`config.mk`:
```
export PLATFORM = sky130hd
export DESIGN_NAME = rom_port_arbiter
export DESIGN_NICKNAME = d
export VERILOG_FILES = /design/src/rtl/rom_port_arbiter_pkg.sv /design/src/rtl/rom_tag_pipe.sv /design/src/rtl/rom_port_arbiter.sv
export SDC_FILE = /design/constraint.sdc
export NUM_CORES = 1
export LEC_CHECK = 0
export ABC_AREA = 1
export CAP_MARGIN = 20
export CORE_MARGIN = 8
export CORE_UTILIZATION = 43
export DETAILED_ROUTE_END_ITERATION = 8
export PLACE_DENSITY = 0.94
export SETUP_SLACK_MARGIN = 0.1
export SLEW_MARGIN = 20
export SYNTH_ARGS = -nofsm -noshare
export SYNTH_HDL_FRONTEND = slang
export SYNTH_HIERARCHICAL = 1
export SYNTH_SLANG_ARGS = --single-unit
```
`constraint.sdc`:
```
create_clock -name CLK -period 1.63 [get_ports CLK]
set_input_delay 0.2445 -clock CLK [delete_from_list [all_inputs] [get_ports CLK]]
set_output_delay 0.2445 -clock CLK [all_outputs]
set_load 0.02 [all_outputs]
```
`src/rtl/rom_port_arbiter_pkg.sv`:
```
// Shared types and constants for the two-port program ROM arbiter and its tag pipeline.
package rom_port_arbiter_pkg;

    localparam int DEF_ADDR_WIDTH = 8;
    localparam int DEF_DATA_WIDTH = 8;

    localparam logic PORT_FETCH = 1'b0;
    localparam logic PORT_AUX   = 1'b1;

    typedef struct packed {
        logic valid;
        logic port_id;
    } tag_t;

    localparam tag_t TAG_IDLE = '{valid: 1'b0, port_id: 1'b0};

    // Grant counters stick at all-ones instead of wrapping.
    function automatic logic [15:0] sat_inc16(input logic [15:0] v);
        logic [15:0] r;
        if (v == 16'hFFFF) begin
            r = v;
        end else begin
            r = v + 16'd1;
        end
        return r;
    endfunction

endpackage

```
`src/rtl/rom_tag_pipe.sv`:
```
// Latency-matched {valid, port_id} shift register; the tail entry lines up with the
// ROM data belonging to the read that was granted ROM_LATENCY cycles earlier.
module rom_tag_pipe
    import rom_port_arbiter_pkg::*;
#(
    parameter int ROM_LATENCY = 1
) (
    input  logic clk,
    input  logic rst_n,
    input  tag_t tag_in,
    output tag_t tag_tail
);

    tag_t stage_q [ROM_LATENCY];
    tag_t stage_d [ROM_LATENCY];

    // Shift one stage per cycle; stage 0 takes the tag of this cycle's grant.
    always_comb begin
        stage_d[0] = tag_in;
        for (int i = 1; i < ROM_LATENCY; i++) begin
            stage_d[i] = stage_q[i-1];
        end
    end

    // Pipeline registers; reset discards every in-flight tag.
    always_ff @(posedge clk or negedge rst_n) begin
        if (!rst_n) begin
            for (int i = 0; i < ROM_LATENCY; i++) begin
                stage_q[i] <= TAG_IDLE;
            end
        end else begin
            stage_q <= stage_d;
        end
    end

    assign tag_tail = stage_q[ROM_LATENCY-1];

endmodule

```
`src/rtl/rom_port_arbiter.sv`:
```
// Round-robin arbiter sharing one synchronous program ROM between instruction fetch
// (port 0) and an auxiliary reader (port 1). Optional grant counters: ROM_ARB_STATS_EN.
module rom_port_arbiter
    import rom_port_arbiter_pkg::*;
#(
    parameter int ADDR_WIDTH  = DEF_ADDR_WIDTH,
    parameter int DATA_WIDTH  = DEF_DATA_WIDTH,
    parameter int ROM_LATENCY = 1
) (
    input  logic                  CLK,
    input  logic                  RESETN,
    input  logic                  REQ0,
    input  logic [ADDR_WIDTH-1:0] ADDR0,
    output logic                  GNT0,
    output logic                  RVALID0,
    output logic [DATA_WIDTH-1:0] RDATA0,
    input  logic                  REQ1,
    input  logic [ADDR_WIDTH-1:0] ADDR1,
    output logic                  GNT1,
    output logic                  RVALID1,
    output logic [DATA_WIDTH-1:0] RDATA1,
`ifdef ROM_ARB_STATS_EN
    input  logic                  CLR_STATS,
    output logic [15:0]           GNT_CNT0,
    output logic [15:0]           GNT_CNT1,
`endif
    output logic [ADDR_WIDTH-1:0] ROM_ADDR,
    input  logic [DATA_WIDTH-1:0] ROM_DATA
);

    logic                  gnt0_s, gnt1_s;
    logic                  last_q, last_d;
    logic [ADDR_WIDTH-1:0] addr_hold_q, addr_hold_d;
    tag_t                  tag_in_s, tag_tail_s;
    logic                  rvalid0_q, rvalid0_d, rvalid1_q, rvalid1_d;
    logic [DATA_WIDTH-1:0] rdata0_q, rdata0_d, rdata1_q, rdata1_d;

    // Arbitration: on contention the port that did not win last time gets the ROM.
    always_comb begin
        gnt0_s = 1'b0;
        gnt1_s = 1'b0;
        if (!RESETN) begin
            gnt0_s = 1'b0;
            gnt1_s = 1'b0;
        end else if (REQ0 && REQ1) begin
            gnt0_s = (last_q == PORT_AUX);
            gnt1_s = (last_q == PORT_FETCH);
        end else begin
            gnt0_s = REQ0;
            gnt1_s = REQ1;
        end
    end

    // Grant side effects: steer the address, remember the winner, launch a tag.
    always_comb begin
        last_d      = last_q;
        addr_hold_d = addr_hold_q;
        tag_in_s    = TAG_IDLE;
        if (gnt0_s) begin
            last_d      = PORT_FETCH;
            addr_hold_d = ADDR0;
            tag_in_s    = '{valid: 1'b1, port_id: PORT_FETCH};
        end else if (gnt1_s) begin
            last_d      = PORT_AUX;
            addr_hold_d = ADDR1;
            tag_in_s    = '{valid: 1'b1, port_id: PORT_AUX};
        end else begin
            tag_in_s    = TAG_IDLE;
        end
    end

    // The ROM sees the granted address directly, otherwise the last one granted.
    assign ROM_ADDR = addr_hold_d;
    assign GNT0     = gnt0_s;
    assign GNT1     = gnt1_s;

    rom_tag_pipe #(
        .ROM_LATENCY (ROM_LATENCY)
    ) u_tag_pipe (
        .clk      (CLK),
        .rst_n    (RESETN),
        .tag_in   (tag_in_s),
        .tag_tail (tag_tail_s)
    );

    // Route returning ROM data to the port named by the tail tag.
    always_comb begin
        rvalid0_d = 1'b0;
        rvalid1_d = 1'b0;
        rdata0_d  = rdata0_q;
        rdata1_d  = rdata1_q;
        if (tag_tail_s.valid) begin
            if (tag_tail_s.port_id == PORT_FETCH) begin
                rvalid0_d = 1'b1;
                rdata0_d  = ROM_DATA;
            end else begin
                rvalid1_d = 1'b1;
                rdata1_d  = ROM_DATA;
            end
        end else begin
            rvalid0_d = 1'b0;
            rvalid1_d = 1'b0;
        end
    end

    // Arbiter state and registered read-return outputs.
    always_ff @(posedge CLK or negedge RESETN) begin
        if (!RESETN) begin
            last_q      <= PORT_AUX;
            addr_hold_q <= '0;
            rvalid0_q   <= 1'b0;
            rvalid1_q   <= 1'b0;
            rdata0_q    <= '0;
            rdata1_q    <= '0;
        end else begin
            last_q      <= last_d;
            addr_hold_q <= addr_hold_d;
            rvalid0_q   <= rvalid0_d;
            rvalid1_q   <= rvalid1_d;
            rdata0_q    <= rdata0_d;
            rdata1_q    <= rdata1_d;
        end
    end

    assign RVALID0 = rvalid0_q;
    assign RVALID1 = rvalid1_q;
    assign RDATA0  = rdata0_q;
    assign RDATA1  = rdata1_q;

`ifdef ROM_ARB_STATS_EN
    logic [15:0] cnt0_q, cnt0_d, cnt1_q, cnt1_d;

    // A clear on the same edge as a grant takes priority over the increment.
    always_comb begin
        cnt0_d = cnt0_q;
        cnt1_d = cnt1_q;
        if (CLR_STATS) begin
            cnt0_d = 16'h0000;
            cnt1_d = 16'h0000;
        end else begin
            cnt0_d = gnt0_s ? sat_inc16(cnt0_q) : cnt0_q;
            cnt1_d = gnt1_s ? sat_inc16(cnt1_q) : cnt1_q;
        end
    end

    // Grant counter registers.
    always_ff @(posedge CLK or negedge RESETN) begin
        if (!RESETN) begin
            cnt0_q <= 16'h0000;
            cnt1_q <= 16'h0000;
        end else begin
            cnt0_q <= cnt0_d;
            cnt1_q <= cnt1_d;
        end
    end

    assign GNT_CNT0 = cnt0_q;
    assign GNT_CNT1 = cnt1_q;
`endif

endmodule

```
# Word-level counts from Yosys, hierarchy flattened
# Cells that the tools add are included.
# totals
register_bits	29
latch_bits	0
mem_bits_rw	0
rom_bits	0
inputBits	28
elab_cells	28
memories	0
# classes
addsub	0
multipliers	0
n_div	0
n_lt_le_gt_ge	0
eq_ne	0
shifts	0
mux	14
n_bitwise	2
n_reduce_logical	4
# op_table
operator	n
$mux 8	2
$mux 1	10
$mux 2	2
$reduce_and 2->1	2
$not 1->1	2
$reduce_bool 2->1	1
$logic_and 1x1->1	1

# Depth between registers and ports, before layout
# logic_depth
depth_word	5
depth_mapped	5
depth_no_buf	4

# Hierarchy
# The synthesis kept the hierarchy.
# by_module_without_submodules
mod	instances	cells_per_inst	area_each_um2	seq_area_each_um2
rom_port_arbiter	1	120	1111.1	676.9
rom_tag_pipe	1	2	50.0	50.0

# Worst setup path before layout
# OpenSTA, ideal clock, no wires.
# synth_path
path_kind	register -> output
start	register last_q
end	output port ROM_ADDR[0]
t_arrival_ps	1007
required_ps	1385
setup_slack_ps	379
path_stages_with_launch	5
path_buffers	0
cell_sequence	dfstp_2 > inv_1 > nand2_1 > nand3_1 > nand3_1
# synth_via
elab_chain_len	5
# synth_lines
element	line_no	rtl
start, declared	rom_port_arbiter.sv:32	logic last_q, last_d;
start signal, assigned	rom_port_arbiter.sv:116	last_q <= last_d;
$not 1->1	rom_port_arbiter.sv:47	gnt1_s = (last_q == PORT_FETCH);
$mux 1	rom_port_arbiter.sv:45	end else if (REQ0 && REQ1) begin
$mux 1	rom_port_arbiter.sv:42	if (!RESETN) begin
$mux 8	rom_port_arbiter.sv:63	end else if (gnt1_s) begin
$mux 8 (*)	rom_port_arbiter.sv:59	if (gnt0_s) begin
end, declared	rom_port_arbiter.sv:27	output logic [ADDR_WIDTH-1:0] ROM_ADDR,
# Every way passes the cells marked *; elsewhere a longest branch is shown, timed or not.

# Worst setup path after layout
# Same ends and word-level chain as after synthesis.

==> results summary <==
Derived from the worst setup path, the maximum achievable clock frequency is 0.6050 GHz. The warning count from the yosys run is 6. The class of the tightest hold or removal check is in -> async. At the later pin of the worst-skew pair, clock insertion delay measures 330 ps. The cell row count came out at 19. The CTS tree is done.

The final reports fail on negative setup slack. The count of buffering cells on the critical path with inverters included came out at 1. The post-synthesis average cell area came out at 9.517 sq um. The worst ir drop on vdd is 0.8823 mV.

The DRC marker count from the first detailed-route iteration is 53. In this run the remaining antenna-violating nets after routing total 0. The full die area came out at 0.004619 sq mm. The capturing element type of the critical path is a primary output.

The critical path goes through nand2_4, nand3_1, nand3_2, buf_6. The post-detailed-routing wire length is 3.445 mm. The number of global-route vias before repair came out at 1,243. In the post-synthesis netlist, the cell with the most instances is sky130_fd_sc_hd__nand3_1. Entering global routing, the biggest net connects 25 pins.

The biggest area contributor in the post-synthesis netlist is sky130_fd_sc_hd__dfrtp_1. In the detailed route, the total length drawn on met2 is 1.605 mm. The die outline height came out at 67.97 um. In the routed design, unresolved DRC markers number 0. Of the total synthesized cell area, the portion taken by full adders, half adders and majority gates is 0%. The estimated wirelength of the detail-placed design came out at 2.494 mm. The total of flip-flops plus latches after synthesis came out at 29.

The buffer depth of the longest clock path is 2. The max-slew violation count came out at 0. The number of setup violations in the final report came out at 5.

The cell leakage power is 0.001055 uW. The vias after detailed routing came out at 1,156. The worst path required time is 1390 ps.

The mean routed wirelength per cell is 15.18 um. The portion of the clock cycle consumed by the worst path in the final layout is 101.4%. In the post-synthesis netlist, the biggest area contributors are sky130_fd_sc_hd__dfrtp_1 (60%), sky130_fd_sc_hd__nand3_1 (14%), sky130_fd_sc_hd__o21ai_1 (7.3%), sky130_fd_sc_hd__nand2_1 (6.5%), sky130_fd_sc_hd__inv_1 (4.8%). The growth of design area from synthesis to finish is 69.61%.

The setup TNS is -65.74 ps. 0 antenna diodes ended up in the layout. The post-synthesis share of cell area spent on xor and xnor gates is 0%. In the post-route analysis, the smallest setup slack over all paths is -22.87 ps. The flow ran to the end, but the final reports show violations. The startpoint identified for the worst register-to-register timing path is last_q. The setup check on the worst reg-to-reg path leaves a slack of 460 ps. The first global-routing pass estimated 5.499 mm of wire. For the worst setup path, the data arrival time is 1410 ps. Cells with a size suffix above 1 make up 29.08% of the layout. The tool flagged a number of max-cap violations equal to 0.

The final count of hold timing violations is 0. The path type of the worst setup path is reg -> out. The number of synthesized flops with an enable pin is 0. The number of antenna violations at the first check in global routing came out at 0. Counting instances in the post-synthesis netlist gives the leading cell types as sky130_fd_sc_hd__nand3_1 (32), sky130_fd_sc_hd__dfrtp_1 (28), sky130_fd_sc_hd__nand2_1 (20), sky130_fd_sc_hd__o21ai_1 (17), sky130_fd_sc_hd__inv_1 (15).

The sequential fraction of the synthesis area is 62.61%. The area fraction in and, or, nand and nor cells after synthesis came out at 22.95%. The detailed router put a total of 1.304 mm of wire on met1. The number of detailed-routing iterations run before antenna repair is 6.

The final net count is 223. The post-synthesis compound-gate area fraction came out at 7.328%. The number of buffers created by CTS came out at 5.

The minimum clock period after layout came out at 1653 ps. The total global routing overflow is 0. The endpoint identified for the worst register-to-register timing path is addr_hold_q[3]. Setup repair after global routing could not meet its margin everywhere. The tree is rooted in a sky130_fd_sc_hd__clkbuf_4. The hold buffer count at CTS came out at 0. The largest single stage delay on the critical path is 590 ps.

The slowest stage cell on the critical path is sky130_fd_sc_hd__dfstp_2. The top cell type's share of synthesized area came out at 60.34%. The worst-case clock skew is 9.845 ps.

The number of H-tree levels is 2. The routability congestion estimate came out at 0.8027. The critical path's top delay family is flip-flops.

The critical path startpoint category is a flop. The synthesized area is 0.001161 sq mm. The effective utilization at floorplan is 43.61%. 56 I/O pins were placed. The vias per cell came out at 5.093. The normalized max-slew margin is 79.36%. Port buffering added 55 buffers. The share of the core filled with cells in the final layout came out at 73.97%. Multiplexer cells account for 0% of the synthesized area.

After synthesis, the largest family of logic cells by area is simple AND/OR/NAND/NOR gates. Of all nets on the critical path, the largest fanout is 9. The total track usage is 15.84%. The top layer used by detailed routing is met4. In the detailed route, the total length drawn on met3 is 480 um. The number of different library cells used by synthesis comes to 11.

The synthesized net count is 150. The clock slew seen by the registers of the worst setup and hold paths is 90 ps. For this run, the leading register cell type out of synthesis is sky130_fd_sc_hd__dfrtp_1.

The die extent in x came out at 67.97 um. The placeable core region came out at 0.002663 sq mm. After synthesis, the share of flip-flops with an asynchronous set or reset is 100.0%.

The total clock sinks is 29. Dividing total power by cell area gives a power density of 1009 mW/mm^2. The number of cell instances on the worst register-to-register path came out at 4.

The cell count after synthesis came out at 122. For the pin with the worst max-slew slack, the measured transition is 308.6 ps.
sequential cells by signal (all words and copies together) (netlist names):
signal and count:
RVALID0 1, u_tag_pipe/tag_tail 2, RVALID1 1, RDATA0 8, addr_hold_q 8, last_q 1
RDATA1 8
cell usage in the layout (no fill, tap or decap):
| cell type | netlist | final |
|---|---|---|
| sky130_fd_sc_hd__buf_4 | 0 | 12 |
| sky130_fd_sc_hd__nand3_2 | 0 | 14 |
| sky130_fd_sc_hd__nand2_1 | 20 | 18 |
| sky130_fd_sc_hd__clkbuf_1 | 0 | 1 |
| sky130_fd_sc_hd__nand2_4 | 0 | 3 |
| sky130_fd_sc_hd__o21ai_1 | 17 | 17 |
| sky130_fd_sc_hd__inv_1 | 15 | 12 |
| sky130_fd_sc_hd__clkinv_2 | 0 | 2 |
| sky130_fd_sc_hd__dlygate4sd2_1 | 0 | 18 |
| sky130_fd_sc_hd__clkdlybuf4s50_1 | 0 | 25 |
| sky130_fd_sc_hd__nand2_2 | 5 | 5 |
| sky130_fd_sc_hd__dfrtp_1 | 28 | 28 |
| sky130_fd_sc_hd__inv_4 | 1 | 2 |
| sky130_fd_sc_hd__nand3_1 | 32 | 18 |
| sky130_fd_sc_hd__inv_2 | 1 | 3 |
| sky130_fd_sc_hd__buf_6 | 1 | 10 |
| sky130_fd_sc_hd__dfstp_2 | 1 | 1 |
| sky130_fd_sc_hd__dlymetal6s2s_1 | 0 | 2 |
| sky130_fd_sc_hd__clkbuf_4 | 0 | 5 |
power by group:
group,internal (uW),leakage [uW],switching [uW]
logic,305,0.000666,376
registers,840,0.000357,59.7
clock network,164,0.0000320,242
total,1310,0.00106,679
area by class of cell:
cell class	instances	area, sq um
sequential	29	726.9
fill	196	693.2
timing repair buffer	67	635.6
multi-input combinational	75	447.9
inverter	17	68.82
clock buffer	6	41.29
tap	31	38.79
clock inverter	2	10.01
cell families (layout without fill, tap and decap cells):
kind of cell | Yosys count | after routing
buf+inv | 19 | 92
flops | 29 | 29
compound gates | 17 | 17
simple gates | 57 | 58
worst max path at each step:
stage | start | end | slack [ps] | cells after the start
finish | last_q | ROM_ADDR[0] | -20 | 4
global route | last_q | ROM_ADDR[2] | -70 | 5
CTS | last_q | ROM_ADDR[5] | -10 | 5
detailed placement | RESETN | ROM_ADDR[3] | -500 | 6
global placement | RESETN | ROM_ADDR[1] | -480 | 6
floorplan | last_q | ROM_ADDR[0] | 380 | 4
metrics by stage:
step	area, sq um	instances	worst slack [ps]	hold slack, ps	power [uW]
2_1_floorplan	1161	122	378.8	-51.09	1208
3_3_place_gp	1787	213	-479.1	471.9	1563
3_5_place_dp	1787	213	-500.8	483.7	1586
4_1_cts	1926	226	-9.533	53.14	1992
5_1_grt	1969	227	-67.25	81.60	2099
6_report	1969	227	-22.87	80.50	1988
metal layers:
layer / GRT usage [%] / vias to the layer above
met2: 25.79 / 64
met1: 16.62 / 537
met3: 9.493 / 7
met4: 5.627 / 0
li1: - / 548
met5: 0 / -
repair_timing:
action	4_1_cts	5_1_grt
endpoints found under the setup margin	26	12
pin swaps	1	2
resized for setup	92	11
cloned	1	0
buffers inserted	4	1
Note: power is estimated with default switching activity, not from simulation.
